==> src/rtl/hazard_pkg.sv <==
// ============================================================================
// Module : hazard_pkg
// Brief  : Opcode constants and watchdog state encoding for the hazard unit.
// Rev    : 1.0  initial release
// ============================================================================
`default_nettype none

package hazard_pkg;

    localparam logic [6:0] R_TYPE = 7'b0110011;
    localparam logic [6:0] BRANCH = 7'b1100011;
    localparam logic [6:0] JALR   = 7'b1100111;
    localparam logic [6:0] JAL    = 7'b1101111;

    typedef enum logic [1:0] {
        IDLE    = 2'd0,
        STALL   = 2'd1,
        TIMEOUT = 2'd2
    } wd_state_t;

endpackage

`default_nettype wire

==> src/rtl/hazard_watchdog.sv <==
// ============================================================================
// Module : hazard_watchdog
// Brief  : Counts consecutive hazard cycles and raises a sticky timeout flag.
// Rev    : 1.0  initial release
// ============================================================================
`default_nettype none

module hazard_watchdog
    import hazard_pkg::*;
#(
    parameter int TIMEOUT_CYCLES = 255
) (
    input  logic clk,
    input  logic rst_n,
    input  logic hz,
    output logic timeout
);

    localparam int                 C_CNT_W = $clog2(TIMEOUT_CYCLES + 1);
    localparam logic [C_CNT_W-1:0] C_LIMIT = C_CNT_W'(TIMEOUT_CYCLES);
    localparam logic [C_CNT_W-1:0] C_ONE   = C_CNT_W'(1);

    wd_state_t          r_state;
    wd_state_t          w_state_nxt;
    logic [C_CNT_W-1:0] r_count;
    logic [C_CNT_W-1:0] w_count_nxt;
    logic               r_timeout;
    logic               w_timeout_nxt;

    always_ff @(posedge clk or negedge rst_n) begin
        if (!rst_n) begin
            r_state   <= IDLE;
            r_count   <= '0;
            r_timeout <= 1'b0;
        end else begin
            r_state   <= w_state_nxt;
            r_count   <= w_count_nxt;
            r_timeout <= w_timeout_nxt;
        end
    end

    // The count holds the number of consecutive hazard cycles already closed
    // by a clock edge, so the limit check uses the post-increment value.
    always_comb begin
        w_state_nxt   = r_state;
        w_count_nxt   = r_count;
        w_timeout_nxt = r_timeout;
        case (r_state)
            IDLE: begin
                if (hz) begin
                    w_count_nxt = C_ONE;
                    if (C_LIMIT == C_ONE) begin
                        w_state_nxt   = TIMEOUT;
                        w_timeout_nxt = 1'b1;
                    end else begin
                        w_state_nxt = STALL;
                    end
                end
            end
            STALL: begin
                if (!hz) begin
                    w_state_nxt = IDLE;
                    w_count_nxt = '0;
                end else begin
                    w_count_nxt = r_count + C_ONE;
                    if (w_count_nxt == C_LIMIT) begin
                        w_state_nxt   = TIMEOUT;
                        w_timeout_nxt = 1'b1;
                    end
                end
            end
            TIMEOUT: begin
                if (!hz) begin
                    w_state_nxt = IDLE;
                    w_count_nxt = '0;
                end
            end
            default: begin
                w_state_nxt = IDLE;
                w_count_nxt = '0;
            end
        endcase
    end

    assign timeout = r_timeout;

endmodule

`default_nettype wire

==> src/rtl/hazard_stall_controller.sv <==
// ============================================================================
// Module : hazard_stall_controller
// Brief  : Memory/control hazard stalls, flush sequencer, stall watchdogs and
//          optional perf counters (enabled by HAZARD_PERF_COUNTERS_EN).
// Rev    : 1.0  initial release
// ============================================================================
`default_nettype none

module hazard_stall_controller
    import hazard_pkg::*;
#(
    parameter int CORE           = 0,
    parameter int ADDRESS_BITS   = 20,
    parameter int TIMEOUT_CYCLES = 255,
    parameter int FLUSH_CYCLES   = 2,
    parameter int COUNTER_BITS   = 32
) (
    input  logic                    clk,
    input  logic                    rst_n,
    input  logic                    fetch_valid,
    input  logic                    fetch_ready,
    input  logic                    issue_request,
    input  logic [ADDRESS_BITS-1:0] issue_PC,
    input  logic [ADDRESS_BITS-1:0] fetch_address_in,
    input  logic                    memory_valid,
    input  logic                    memory_ready,
    input  logic                    load_memory,
    input  logic                    store_memory,
    input  logic [ADDRESS_BITS-1:0] load_address,
    input  logic [ADDRESS_BITS-1:0] memory_address_in,
    input  logic [6:0]              opcode_decode,
    input  logic [6:0]              opcode_execute,
    input  logic                    branch_execute,
    output logic                    stall_fetch,
    output logic                    stall_memory,
    output logic                    flush_decode,
    output logic                    flush_execute,
    output logic                    i_timeout,
    output logic                    d_timeout,
    output logic [COUNTER_BITS-1:0] i_stall_count,
    output logic [COUNTER_BITS-1:0] d_stall_count,
    output logic [COUNTER_BITS-1:0] flush_count
);

    localparam int                  C_FCNT_W    = $clog2(FLUSH_CYCLES + 1);
    localparam logic [C_FCNT_W-1:0] C_FLUSH_LD  = C_FCNT_W'(FLUSH_CYCLES - 1);
    localparam logic [31:0]         C_CORE_ID   = 32'(CORE);

    logic                w_i_hz;
    logic                w_d_hz;
    logic                w_jb;
    logic                w_jal;
    logic                w_accept;
    logic                w_fcnt_busy;
    logic [C_FCNT_W-1:0] r_fcnt;
    logic                r_ftype;
    logic                w_unused;

    // Stores never wait on returned data; the core id is a debug tag only.
    assign w_unused = ^{store_memory, C_CORE_ID};

    assign w_i_hz = (~fetch_ready & ~issue_request)
                  | (issue_request & (~fetch_valid | (issue_PC != fetch_address_in)));
    assign w_d_hz = ~memory_ready
                  | (load_memory & (~memory_valid | (load_address != memory_address_in)));

    assign w_jb  = (opcode_execute == JALR) | ((opcode_execute == BRANCH) & branch_execute);
    assign w_jal = (opcode_decode == JAL);

    assign w_accept    = ~w_d_hz;
    assign w_fcnt_busy = (r_fcnt != '0);

    // Combinational outputs are masked so nothing leaks out while in reset.
    assign stall_memory  = rst_n & w_d_hz;
    assign stall_fetch   = rst_n & (w_i_hz | w_d_hz);
    assign flush_decode  = rst_n & (w_jb | w_jal | w_fcnt_busy);
    assign flush_execute = rst_n & (w_jb | (w_fcnt_busy & r_ftype));

    always_ff @(posedge clk or negedge rst_n) begin
        if (!rst_n) begin
            r_fcnt  <= '0;
            r_ftype <= 1'b0;
        end else if (w_accept) begin
            if (w_jb) begin
                r_fcnt  <= C_FLUSH_LD;
                r_ftype <= 1'b1;
            end else if (w_jal) begin
                r_fcnt  <= '0;
                r_ftype <= 1'b0;
            end else if (w_fcnt_busy) begin
                r_fcnt <= r_fcnt - C_FCNT_W'(1);
            end
        end
    end

    hazard_watchdog #(
        .TIMEOUT_CYCLES (TIMEOUT_CYCLES)
    ) u_i_watchdog (
        .clk     (clk),
        .rst_n   (rst_n),
        .hz      (w_i_hz),
        .timeout (i_timeout)
    );

    hazard_watchdog #(
        .TIMEOUT_CYCLES (TIMEOUT_CYCLES)
    ) u_d_watchdog (
        .clk     (clk),
        .rst_n   (rst_n),
        .hz      (w_d_hz),
        .timeout (d_timeout)
    );

`ifdef HAZARD_PERF_COUNTERS_EN
    logic [COUNTER_BITS-1:0] r_i_stall_count;
    logic [COUNTER_BITS-1:0] r_d_stall_count;
    logic [COUNTER_BITS-1:0] r_flush_count;
    logic                    w_flush_event;

    assign w_flush_event = w_accept & (w_jb | w_jal);

    // Saturating counters: they stick at all-ones instead of wrapping.
    always_ff @(posedge clk or negedge rst_n) begin
        if (!rst_n) begin
            r_i_stall_count <= '0;
            r_d_stall_count <= '0;
            r_flush_count   <= '0;
        end else begin
            if (w_i_hz && (r_i_stall_count != '1)) begin
                r_i_stall_count <= r_i_stall_count + COUNTER_BITS'(1);
            end
            if (w_d_hz && (r_d_stall_count != '1)) begin
                r_d_stall_count <= r_d_stall_count + COUNTER_BITS'(1);
            end
            if (w_flush_event && (r_flush_count != '1)) begin
                r_flush_count <= r_flush_count + COUNTER_BITS'(1);
            end
        end
    end

    assign i_stall_count = r_i_stall_count;
    assign d_stall_count = r_d_stall_count;
    assign flush_count   = r_flush_count;
`else
    assign i_stall_count = '0;
    assign d_stall_count = '0;
    assign flush_count   = '0;
`endif

endmodule

`default_nettype wire

==> config.mk <==
export PLATFORM = sky130hd
export DESIGN_NAME = hazard_stall_controller
export DESIGN_NICKNAME = d
export VERILOG_FILES = /design/src/rtl/hazard_pkg.sv /design/src/rtl/hazard_watchdog.sv /design/src/rtl/hazard_stall_controller.sv
export SDC_FILE = /design/constraint.sdc
export NUM_CORES = 1
export LEC_CHECK = 0
export ABC_CLOCK_PERIOD_IN_PS = 4300
export BUFFER_PORTS_ARGS = -buffer_cell sky130_fd_sc_hd__buf_2
export CAP_MARGIN = 20
export CORE_UTILIZATION = 25
export DETAILED_ROUTE_END_ITERATION = 6
export GPL_TIMING_DRIVEN = 0
export HOLD_SLACK_MARGIN = 0.06
export SETUP_SLACK_MARGIN = 0.5
export SYNTH_ARGS = -nofsm -noshare
export SYNTH_HDL_FRONTEND = slang
export SYNTH_SLANG_ARGS = --single-unit
==> constraint.sdc <==
create_clock -name clk -period 4.3 [get_ports clk]
set_input_delay 0.43 -clock clk [delete_from_list [all_inputs] [get_ports clk]]
set_output_delay 0.43 -clock clk [all_outputs]
set_load 0.005 [all_outputs]
=== After elaboration in Yosys (flattened, before gate mapping) ===
Cells that the tools add are included.

* Flip-flop bits (word level): 25
* Bits in latches: 0
* Memory bits (writable): 0
* Bits in read-only memories: 0
* Input bits: 104
* Output and inout bits: 102
* Logic and storage cells: 88
* Memories: 0

* Add/subtract/negate cells: 3
* Multiply operators: 0
* Div/mod/pow operators: 0
* Order comparisons: 0
* Eq/ne operators: 17
* Shifts and indexed selects: 0
* Mux-type cells: 23
* Bitwise operators: 24
* Reductions and logical operators: 13

{| class="wikitable"
|+ Operator list
! operator !! count
|-
| 8-bit two-way mux || 6
|-
| 8-bit case mux with 3 select lines || 2
|-
| 20-bit inequality test || 2
|-
| 2-bit two-way mux || 11
|-
| 7-bit == test (second input constant) || 3
|-
| 8-bit by 1-bit adder with 8-bit output (second input constant) || 2
|-
| 8-bit == test (second input constant) || 2
|-
| 2-bit case mux with 3 select lines || 2
|-
| 3-bit AND reduction || 4
|-
| 1-bit AND || 9
|-
| 1-bit bitwise OR || 9
|-
| 2-bit AND reduction || 4
|-
| 3-bit inequality test (second input constant) || 2
|-
| 1-bit NOT || 6
|-
| 2-bit by 1-bit == test with 1-bit output (second input constant) || 2
|-
| 2-bit == test (second input constant) || 2
|-
| 2-bit logical NOT || 2
|-
| 2-bit by 1-bit inequality test with 1-bit output (second input constant) || 2
|-
| 2-bit inequality test (second input constant) || 2
|-
| 2-bit nonzero test || 2
|-
| 3-bit nonzero test || 1
|-
| 1-bit two-way mux || 2
|-
| 2-bit by 1-bit subtractor with 2-bit output (second input constant) || 1
|}

=== Depth between registers and ports, before layout ===
* Depth in word-level cells: 6
* Depth in mapped cells: 7
* Gate-level depth less buffers: 7

=== Cells and area by module ===
From an unflattened synthesis, not the netlist that was laid out.

* Cell total of the unflattened synthesis: 350
* Area total of the unflattened synthesis: 2966.6 um2

{| class="wikitable"
|+ By module, submodules not included
! module !! times used !! cells each !! area each (um2) !! sequential area each (um2)
|-
| hazard_stall_controller || 1 || 198 || 1525.2 || 75.1
|-
| hazard_watchdog || 2 || 76 || 720.7 || 275.3
|}

=== Least setup slack after synthesis ===
No wires, ideal clock.

* Path type: input to register
* Start: input fetch_address_in[11]
* End: register u_i_watchdog.r_count[2]
* Library setup time: 131 ps
* Arrival: 1728 ps
* Data required time: 4169 ps
* Setup slack: 2441 ps
* Stages: 7
* Buffers on the path: 1
* Path through: xor2_1 nor4_1 nand4_1 o22ai_1 buf_2 a21oi_1 or3_1

* Cells in the longest elaborated chain, start to end: 6
* Elaborated cells between the ends (all ways): 9
* Classes of those cells: eq/ne: 3; mux: 2; bitwise: 3; reduce/logical: 1

{| class="wikitable"
|+ RTL lines
! what !! line !! text
|-
| from (decl) || hazard_stall_controller.sv:24 || <nowiki>input logic [ADDRESS_BITS-1:0] fetch_address_in,</nowiki>
|-
| 20-bit inequality test (*) || hazard_stall_controller.sv:63 || <nowiki>| (issue_request & (~fetch_valid | (issue_PC != fetch_address_in)));</nowiki>
|-
| 1-bit bitwise OR (*) || hazard_stall_controller.sv:63 ||
|-
| 1-bit AND (*) || hazard_stall_controller.sv:63 ||
|-
| 1-bit bitwise OR (*) || hazard_stall_controller.sv:63 ||
|-
| 8-bit two-way mux (tied with other cells) || hazard_watchdog.sv:61 || <nowiki>if (!hz) begin</nowiki>
|-
| 8-bit case mux with 3 select lines or 2-bit AND reduction (tied branches) || -- ||
|-
| to (signal assigned) || hazard_watchdog.sv:37 || <nowiki>r_count <= w_count_nxt;</nowiki>
|-
| to (decl) || hazard_watchdog.sv:25 || <nowiki>logic [C_CNT_W-1:0] r_count;</nowiki>
|}

Mark *: on every way between the ends. The rest lies on a longest branch, timed or not.
A chain may end at the register's enable or synchronous reset.

=== Worst setup path in the final report ===
* Start: input fetch_address_in[11]
* End: output stall_fetch

* Cells in the longest elaborated chain, start to end: 6

{| class="wikitable"
|+ RTL lines
! what !! line !! text
|-
| 20-bit inequality test || hazard_stall_controller.sv:63 ||
|-
| 1-bit bitwise OR || hazard_stall_controller.sv:63 ||
|-
| 1-bit AND || hazard_stall_controller.sv:63 ||
|-
| 1-bit bitwise OR || hazard_stall_controller.sv:63 ||
|-
| 1-bit bitwise OR || hazard_stall_controller.sv:75 || <nowiki>assign stall_fetch = rst_n & (w_i_hz | w_d_hz);</nowiki>
|-
| 1-bit AND || hazard_stall_controller.sv:75 ||
|-
| to (decl) || hazard_stall_controller.sv:34 || <nowiki>output logic stall_fetch,</nowiki>
|}

No other way between the ends.

==> summary.md <==
| Metric | Value |
|---|---|
| Syn-to-layout area delta | `40.7%` |
| Clock buffer depth | `2` |
| Initial Util | `0.259` |
| Unrepaired setup endpoints after global routing | `no` |
| CTS sink cnt | `25` |
| Seq. cell area | `626 µm²` |
| Slew @ Worst Pin | `0.591 ns` |
| Cells after DPL | `687` |
| Post-synth ARST share | `1.00` |
| Largest delay contributor family on the critical path | `simple AND/OR/NAND/NOR gates` |
| Number of synthesized flops with an enable pin | `0` |
| Die span in x | `108 µm` |
| Setup_tns | `0 ns` |
| Slew Limit Fails | `0` |
| WP data arrival | `1.98 ns` |
| Vias in the first global route | `2308` |
| Clock latency on the worst-skew pair | `0.26 ns` |
| Pleak | `0.00229 µW` |
| Mapped Avg Cell Area | `8.23 µm²` |
| Outcome | `finished clean` |
| Post-Syn Area | `0.00283 mm²` |
| Total Nets Final | `661` |
| FF+latch count, synth | `25` |
| Site Rows | `38` |
| Hold_buf cts | `0` |
| Max-cap violations | `0` |
| Proportion of layout cells with a drive suffix above 1 | `0.414` |
| Yosys warnings | `0` |
| Hold Path Class | `input port to asynchronous set/reset pin` |
| Initial antenna violation count | `0` |
| CORE AREA | `0.0109 mm²` |
| I/O pins | `206` |
| All-Layer GR Usage | `0.106` |
| Avg WL per Cell | `9.24 µm` |
| Post-layout util | `0.364` |
| Pwr Density | `212 mW/mm²` |
| Most used flip-flop cell after synthesis | `dfrtp_1` |
| CTS Buf Count | `3` |
| Dpl hpwl | `5470 µm` |
| Crit path max fanout | `10` |
| GP Congestion | `0.783` |
| Cell variety after synth | `50` |
| CP max-delay cell | `nor4_1` |
| CP required | `3.87 ns` |
| Area taken by multi-input logic gates | `0.00174 mm²` |
| Largest net degree at the start of global routing | `27` |
| FILL cells | `1151` |
| Antenna viol nets, final | `0` |
| Max VDD drop | `0.000144 V` |
| Tmin final | `2.41 ns` |
| CP max stage delay | `0.40 ns` |
| First-pass iteration count of the detailed router | `4` |
| PostCTS Resize Cnt | `0` |
| Port buffer count | `108` |
| Crit start category | `input port` |
| Remaining Overflow, GRT | `0` |
| Worst-case headroom to the max-slew limit | `0.606` |
| Ant diodes | `0` |
| Height of the chip | `108 µm` |
| Cells after Synth | `344` |
| Clock transition at the registers of the reported paths | `0.06 ns` |
| Setup Crit Path Kind | `input port to output port` |
| Final hold vios | `0` |
| Finished Layout Cells | `691` |
| Die area | `0.0118 mm²` |
| CP most frequent cell | `buf_2` |
| CTS tree | `built` |
| Crit end category | `output port` |
| Clock Skew | `0.00115 ns` |
| Crit path buffers/inverters | `3` |
| Setup repair bufs after CTS | `0` |
| Drt via density | `3.81` |
| First-pass GRT wire length | `10200 µm` |
| Sequential fraction of the synthesis area | `0.221` |
| Tcrit/Tclk final | `0.561` |
| Root Buffer | `clkbuf_16` |
| Htree depth | `1` |
| Setup Viol. Count Final | `0` |
| WL final | `6390 µm` |
| Most frequent cells in the layout | `buf_2 (113), buf_4 (98), conb_1 (96)` |
| Maximum clock rate | `415 MHz` |
| Initial DRC Count | `110` |
| Vias | `2636` |
| Cell Chain, Critical Path | `buf_2 > xor2_1 > nor4_1 > nand4_1 > o22ai_1 > buf_2 > a21oi_1 > buf_2` |
| Drc violations | `0` |
| Most common cell after layout, fill and taps aside | `buf_2` |
==> synthesized netlist by cell type (2+ instances only) <==
library cell,instances,area [µm²]
nand2b_1,5,31.3
nor4_1,13,81.3
or2_2,4,25.0
xnor2_1,9,78.8
and3_1,8,50.1
nand3_1,8,40.0
buf_2,5,25.0
nor3_1,5,25.0
nor2b_1,4,25.0
or3_1,6,37.5
or4_1,2,15.0
a22o_1,2,17.5
o32ai_1,4,35.0
a21o_1,2,15.0
ha_1,5,62.6
nand4_1,6,37.5
a211o_1,4,35.0
a21oi_1,9,45.0
xor2_1,41,359
inv_1,14,52.6
o21ai_0,4,20.0
o21bai_1,2,15.0
nand2_1,17,63.8
dfrtp_1,25,626
nor2_1,18,67.6
buf_4,98,736
==> metal layers <==
metal  vias up  global-route usage  part of all wire
met5         -                   0                 0
met2       103               0.184              0.50
met4         0              0.0434             0.017
met3         7              0.0127             0.061
li1       1386                   -                 -
met1      1140               0.133              0.42
==> kinds of logic (layout without fill, tap and decap cells) <==
family,after synthesis,after routing,share of synthesized area
AO/OA/AOI/OAI,36,36,0.0915
XOR/XNOR,50,50,0.155
adder cells (fa/ha/maj),5,5,0.0221
buffers and inverters,118,230,0.291
flip-flops,25,25,0.221
multiplexers,2,2,0.00751
other,1,96,0.00132
AND/OR/NAND/NOR,107,107,0.211
==> registers in the layout, indices dropped and copies added (netlist names) <==
signal                cells
u_i_watchdog.r_count      8
u_i_watchdog.timeout      1
u_i_watchdog.r_state      2
u_d_watchdog.r_count      8
u_d_watchdog.timeout      1
r_ftype                   1
u_d_watchdog.r_state      2
r_fcnt                    2
==> final timing paths <==
check,start,endpoint,slack [ns],depth (start not counted)
max in group asynchronous,rst_n,u_d_watchdog.r_count[7],3.75,1
worst max-delay path,fetch_address_in[11],stall_fetch,1.89,8
min in group clk,u_d_watchdog.timeout,u_d_watchdog.timeout,0.48,1
worst min-delay path,rst_n,u_d_watchdog.r_count[0],0.17,1
worst max register to register,u_d_watchdog.r_count[0],u_d_watchdog.r_state[1],2.33,7
worst min register to register,u_d_watchdog.timeout,u_d_watchdog.timeout,0.48,1
==> layout make-up <==
type,count,share of cell area
plain buffers,104,0.194
clock buffers,4,0.0198
well taps,140,0.0440
multi-input cells,296,0.436
flip-flops and latches,25,0.157
inverters,14,0.0132
repair buffers,108,0.136
==> power breakdown <==
group          switching [µW]  total [µW]  internal [µW]
clock network            82.3         209            127
registers                33.5         299            265
logic                     154         337            184
==> metrics by stage <==
step	total power, µW	area (µm²)	setup WS (ns)	hold WS, ns
global placement	624	3900	1.87	0.456
CTS	853	3980	1.85	0.191
detailed placement	639	3900	1.84	0.467
finish	845	3980	1.89	0.167
floorplan	535	3190	2.44	0.134
global route	915	3980	1.74	0.221
Note: power is estimated with default switching activity, not from simulation.
